===== config.mk =====
export PLATFORM = sky130hd
export DESIGN_NAME = prio_encoder_hs
export DESIGN_NICKNAME = d
export VERILOG_FILES = /design/src/rtl/prio_encoder_hs.sv
export SDC_FILE = /design/constraint.sdc
export NUM_CORES = 1
export LEC_CHECK = 0
export BUFFER_PORTS_ARGS = -buffer_cell sky130_fd_sc_hd__buf_4
export CAP_MARGIN = 20
export CORE_AREA = 2 2 39 41
export CTS_CLUSTER_DIAMETER = 150
export DETAILED_ROUTE_END_ITERATION = 12
export DIE_AREA = 0 0 41 43
export PLACE_DENSITY = 0.4
export SLEW_MARGIN = 20
export SYNTH_ARGS = -nofsm -noshare
export SYNTH_HDL_FRONTEND = slang
export SYNTH_SLANG_ARGS = --single-unit
export TNS_END_PERCENT = 20

===== constraint.sdc =====
create_clock -name clk -period 1.1 [get_ports clk]
set_input_delay 0.22 -clock clk [delete_from_list [all_inputs] [get_ports clk]]
set_output_delay 0.22 -clock clk [all_outputs]
set_load 0.02 [all_outputs]

===== src/rtl/prio_encoder_hs.sv =====
// Registered priority encoder with valid/ready handshake on both sides.
// Define PRIO_ENC_RR_EN to add the rr_mode port and round-robin pointer.
module prio_encoder_hs #(
    parameter int N = 4,
    parameter int W = $clog2(N)
) (
    input  logic         clk,
    input  logic         rst_n,
    input  logic         in_valid,
    output logic         in_ready,
    input  logic [N-1:0] in_req,
`ifdef PRIO_ENC_RR_EN
    input  logic         rr_mode,
`endif
    output logic         out_valid,
    input  logic         out_ready,
    output logic [W-1:0] out_idx,
    output logic         out_none,
    output logic         out_multi
);

    logic         out_valid_q;
    logic [W-1:0] out_idx_q, idx_d, fix_idx;
    logic         out_none_q, out_multi_q;
    logic         accept, pop;

    assign in_ready = !out_valid_q || out_ready;
    assign accept   = in_valid && in_ready;
    assign pop      = out_valid_q && out_ready;

    // Lowest set bit wins: scan downward so the last hit is the lowest index.
    always_comb begin
        fix_idx = '0;
        for (int i = N - 1; i >= 0; i--) begin
            if (in_req[i]) fix_idx = W'(i);
        end
    end

`ifdef PRIO_ENC_RR_EN
    logic [W-1:0] ptr_q, ptr_d, rr_idx;
    logic         rr_found;
    int           j;

    // Search starts at ptr and wraps at N, which need not be a power of two.
    always_comb begin
        rr_idx   = '0;
        rr_found = 1'b0;
        j        = 0;
        for (int k = 0; k < N; k++) begin
            j = int'(ptr_q) + k;
            if (j >= N) j = j - N;
            if (!rr_found && in_req[j]) begin
                rr_idx   = W'(j);
                rr_found = 1'b1;
            end
        end
    end

    always_comb begin
        idx_d = rr_mode ? rr_idx : fix_idx;
        ptr_d = ptr_q;
        if (accept && rr_mode && (in_req != '0)) begin
            ptr_d = (idx_d == W'(N - 1)) ? '0 : idx_d + W'(1);
        end
    end

    always_ff @(posedge clk) begin
        if (!rst_n) ptr_q <= '0;
        else        ptr_q <= ptr_d;
    end
`else
    always_comb begin
        idx_d = fix_idx;
    end
`endif

    always_ff @(posedge clk) begin
        if (!rst_n) begin
            out_valid_q <= 1'b0;
            out_idx_q   <= '0;
            out_none_q  <= 1'b0;
            out_multi_q <= 1'b0;
        end else if (accept) begin
            out_valid_q <= 1'b1;
            out_idx_q   <= idx_d;
            out_none_q  <= (in_req == '0);
            // Clearing the lowest set bit leaves something iff two or more were set.
            out_multi_q <= ((in_req & (in_req - N'(1))) != '0);
        end else if (pop) begin
            out_valid_q <= 1'b0;
        end
    end

    assign out_valid = out_valid_q;
    assign out_idx   = out_idx_q;
    assign out_none  = out_none_q;
    assign out_multi = out_multi_q;

endmodule


==> reports/results.ini <==
[run_status]
status=completed

[clock_network]
worstSkewPairLatency_ps=240
cts.clk_slew.worst_paths_ps=40
clock_path_buffers=2
cts_buffers=3
holdBufCountCts=0
cts_tree=yes
cts_sinks=5
cts.htree.levels=1
clockRootBuffer=clkbuf_4

[placed_design]
dp_slack_ps=29.13
dp_hpwl_um=513.3
placed_cell_area_um2=366.6
port-buffer-count=13
gp_congestion=0.5830

[sta]
drv_slew=0
grt_setup_unrepaired=true
fin_setup_tns_ps=0
setup-violations-final=0
period_share_pct=99.63
skew_ps=3.366
period_minus_slack_ps=1096
hold_viol_final=0
slew_headroom_pct=87.00
fmax_mhz=912.5
setup_ws_ps=4.085
worst_pin_slew_ps=194.8

[drt]
drt_iter0_markers=1
ant_nets=0
avgRoutedWirePerCell_um=10.10
vias=276
drc=0
firstDrtPassIters=2
wirelength_um=636
vias_per_cell=4.381

[logic_synthesis]
synthAdderAreaFrac_pct=4.663
synthCells=27
ys_warn_count=0
synth-simple-area-share_pct=14.51
synthMuxAreaShare_pct=0
netlist_area_um2=241.5
post_synth.cell_area_avg_um2=8.944
synth_cell_types=13
synth_top_family_by_area=compound AO/OA/AOI/OAI gates
ys_seq_area_share_pct=41.45
synth_nets=35
synth-xor-area-share_pct=0
synth_compound_area_share_pct=34.72
ys_ff_latch=5

[finish]
area_growth_pct=73.06
layout.nets=56
n_antenna_cell=0
drive_above_1_share_pct=48.94
multiInputGateArea_um2=135.1
fillers=147
regArea_um2=101.3
fin_area_um2=417.9

[power]
combPwrFrac_pct=20.1
switching_share_pct=24.02
vdd_drop_max_mv=0.4574
seqPwrFrac_pct=38.9
finalPower_uw=502.1
leakagePower_uw=0.0001824
p_switching_uw=120.6
power.internal_uw=381.5
power_density_mw_per_mm2=1202
clkPwrFrac_pct=41.0

[worst_setup_path]
slowest_stage=dfxtp_2
path_buf_inv=2
cp_slowest_stage_delay_ps=320
crit_chain=nor2b_4, inv_2, buf_6
critPathArrivalTime_ps=880
critPathKind=reg2out
crit_required_ps=880
cp-end-kind=primary output
cp-start-kind=register
critPathMaxFanout=2
crit_family=flip-flops

[floorplan]
die_w_um=41
rows=14
ioPinCount=14
initial_core_util_pct=17.45
core-area_mm2=0.001384
die_h_um=43
dieArea_mm2=0.001763

[grt]
grt_use_total_pct=9.438
grt_max_degree=6
grt_pass1_wl_um=1069
grt_overflow=0
antenna_found_initial=0
first_global_vias=267

[run]
cap_violations=0

[worst_hold_path]
min_path_type=in2reg

## synthesized netlist by cell type (all sizes together)
library cell,count,area (um^2)
maj3,1,11.26
nand4,1,6.260
or3,1,6.260
dfxtp,5,100.1
o21ai,4,20.02
nor2b,2,15.02
inv,3,11.26
o2111ai,3,26.28
a21boi,5,37.53
nor2,2,7.510
## metrics by stage
step                hold WS (ps)  std cells  util (%)
finish                     254.5         63     30.20
global route               267.6         63     30.20
CTS                        253.3         63     30.20
detailed placement         468.0         57     26.49
global placement           461.6         57     26.49
floorplan                  373.1         27         -
## layer usage
| metal | GRT usage (%) | up-vias | wire length, um |
|---|---|---|---|
| met5 | 0 | - | 0 |
| met3 | 2.618 | 0 | 55 |
| met1 | 10.61 | 123 | 288 |
| met2 | 12.81 | 10 | 292 |
| met4 | 10.00 | 0 | 0 |
| li1 | - | 143 | - |
## cells in the final DEF (no fill, tap or decap)
master	instances
nand4_1	1
nor2_1	2
dfxtp_2	1
nor2b_1	1
or3_1	1
clkbuf_1	1
o2111ai_1	3
a21boi_0	3
a21boi_1	2
maj3_2	1
dfxtp_1	4
inv_1	2
inv_2	1
buf_4	15
clkbuf_4	3
o21ai_0	4
buf_6	1
nor2b_4	1
## path summary, 6_finish.rpt
path | startpoint | endpoint | slack [ps] | cells past startpoint
worst min-delay path | rst_n | out_multi | 250 | 2
worst max register to register | out_valid | out_idx[0] | 110 | 5
worst min register to register | out_multi | out_multi | 470 | 2
worst max-delay path | out_valid | in_ready | 4 | 3
## power groups by stage
stage / logic, uW / clock network (uW) / registers, uW
2_1_floorplan: 28.8 / 0 / 208
3_3_place_gp: 90.1 / 0 / 197
3_5_place_dp: 92.5 / 0 / 198
4_1_cts: 102 / 218 / 195
5_1_grt: 111 / 225 / 195
6_report: 101 / 206 / 195
## worst register-to-register path: cells and delay by family, from the launching register on
kind / cells / cell delay [ps]
buffers and inverters: 2 / 190
and+or+nand+nor: 1 / 120
AOI/OAI and AO/OA: 2 / 280
DFF: 1 / 310
## cells by family (layout without fill, tap and decap cells)
family | Yosys count | after routing
AO/OA/AOI/OAI | 12 | 12
adder cells (fa/ha/maj) | 1 | 1
buffers and inverters | 3 | 23
flip-flops | 5 | 5
AND/OR/NAND/NOR | 6 | 6
## sequential cells by signal, indices dropped and copies added, names as in the netlist
register and cells:
out_idx 2, out_none 1, out_valid 1, out_multi 1
## cell type report
class | instances | area share (%)
Clock buffer | 4 | 6.287
Inverter | 3 | 2.695
Multi-Input combinational cell | 19 | 32.34
Sequential cell | 5 | 24.25
Tap cell | 16 | 4.790
Timing Repair Buffer | 16 | 29.64
## what timing repair did
action                                  CTS  global route
cloned                                    0             0
pin swaps                                 0             0
endpoints found under the setup margin    1             1
endpoints found under the hold margin     0             0
resized for setup                         3             0
setup buffers                             2             0
Power figures use the tool's default switching activity.
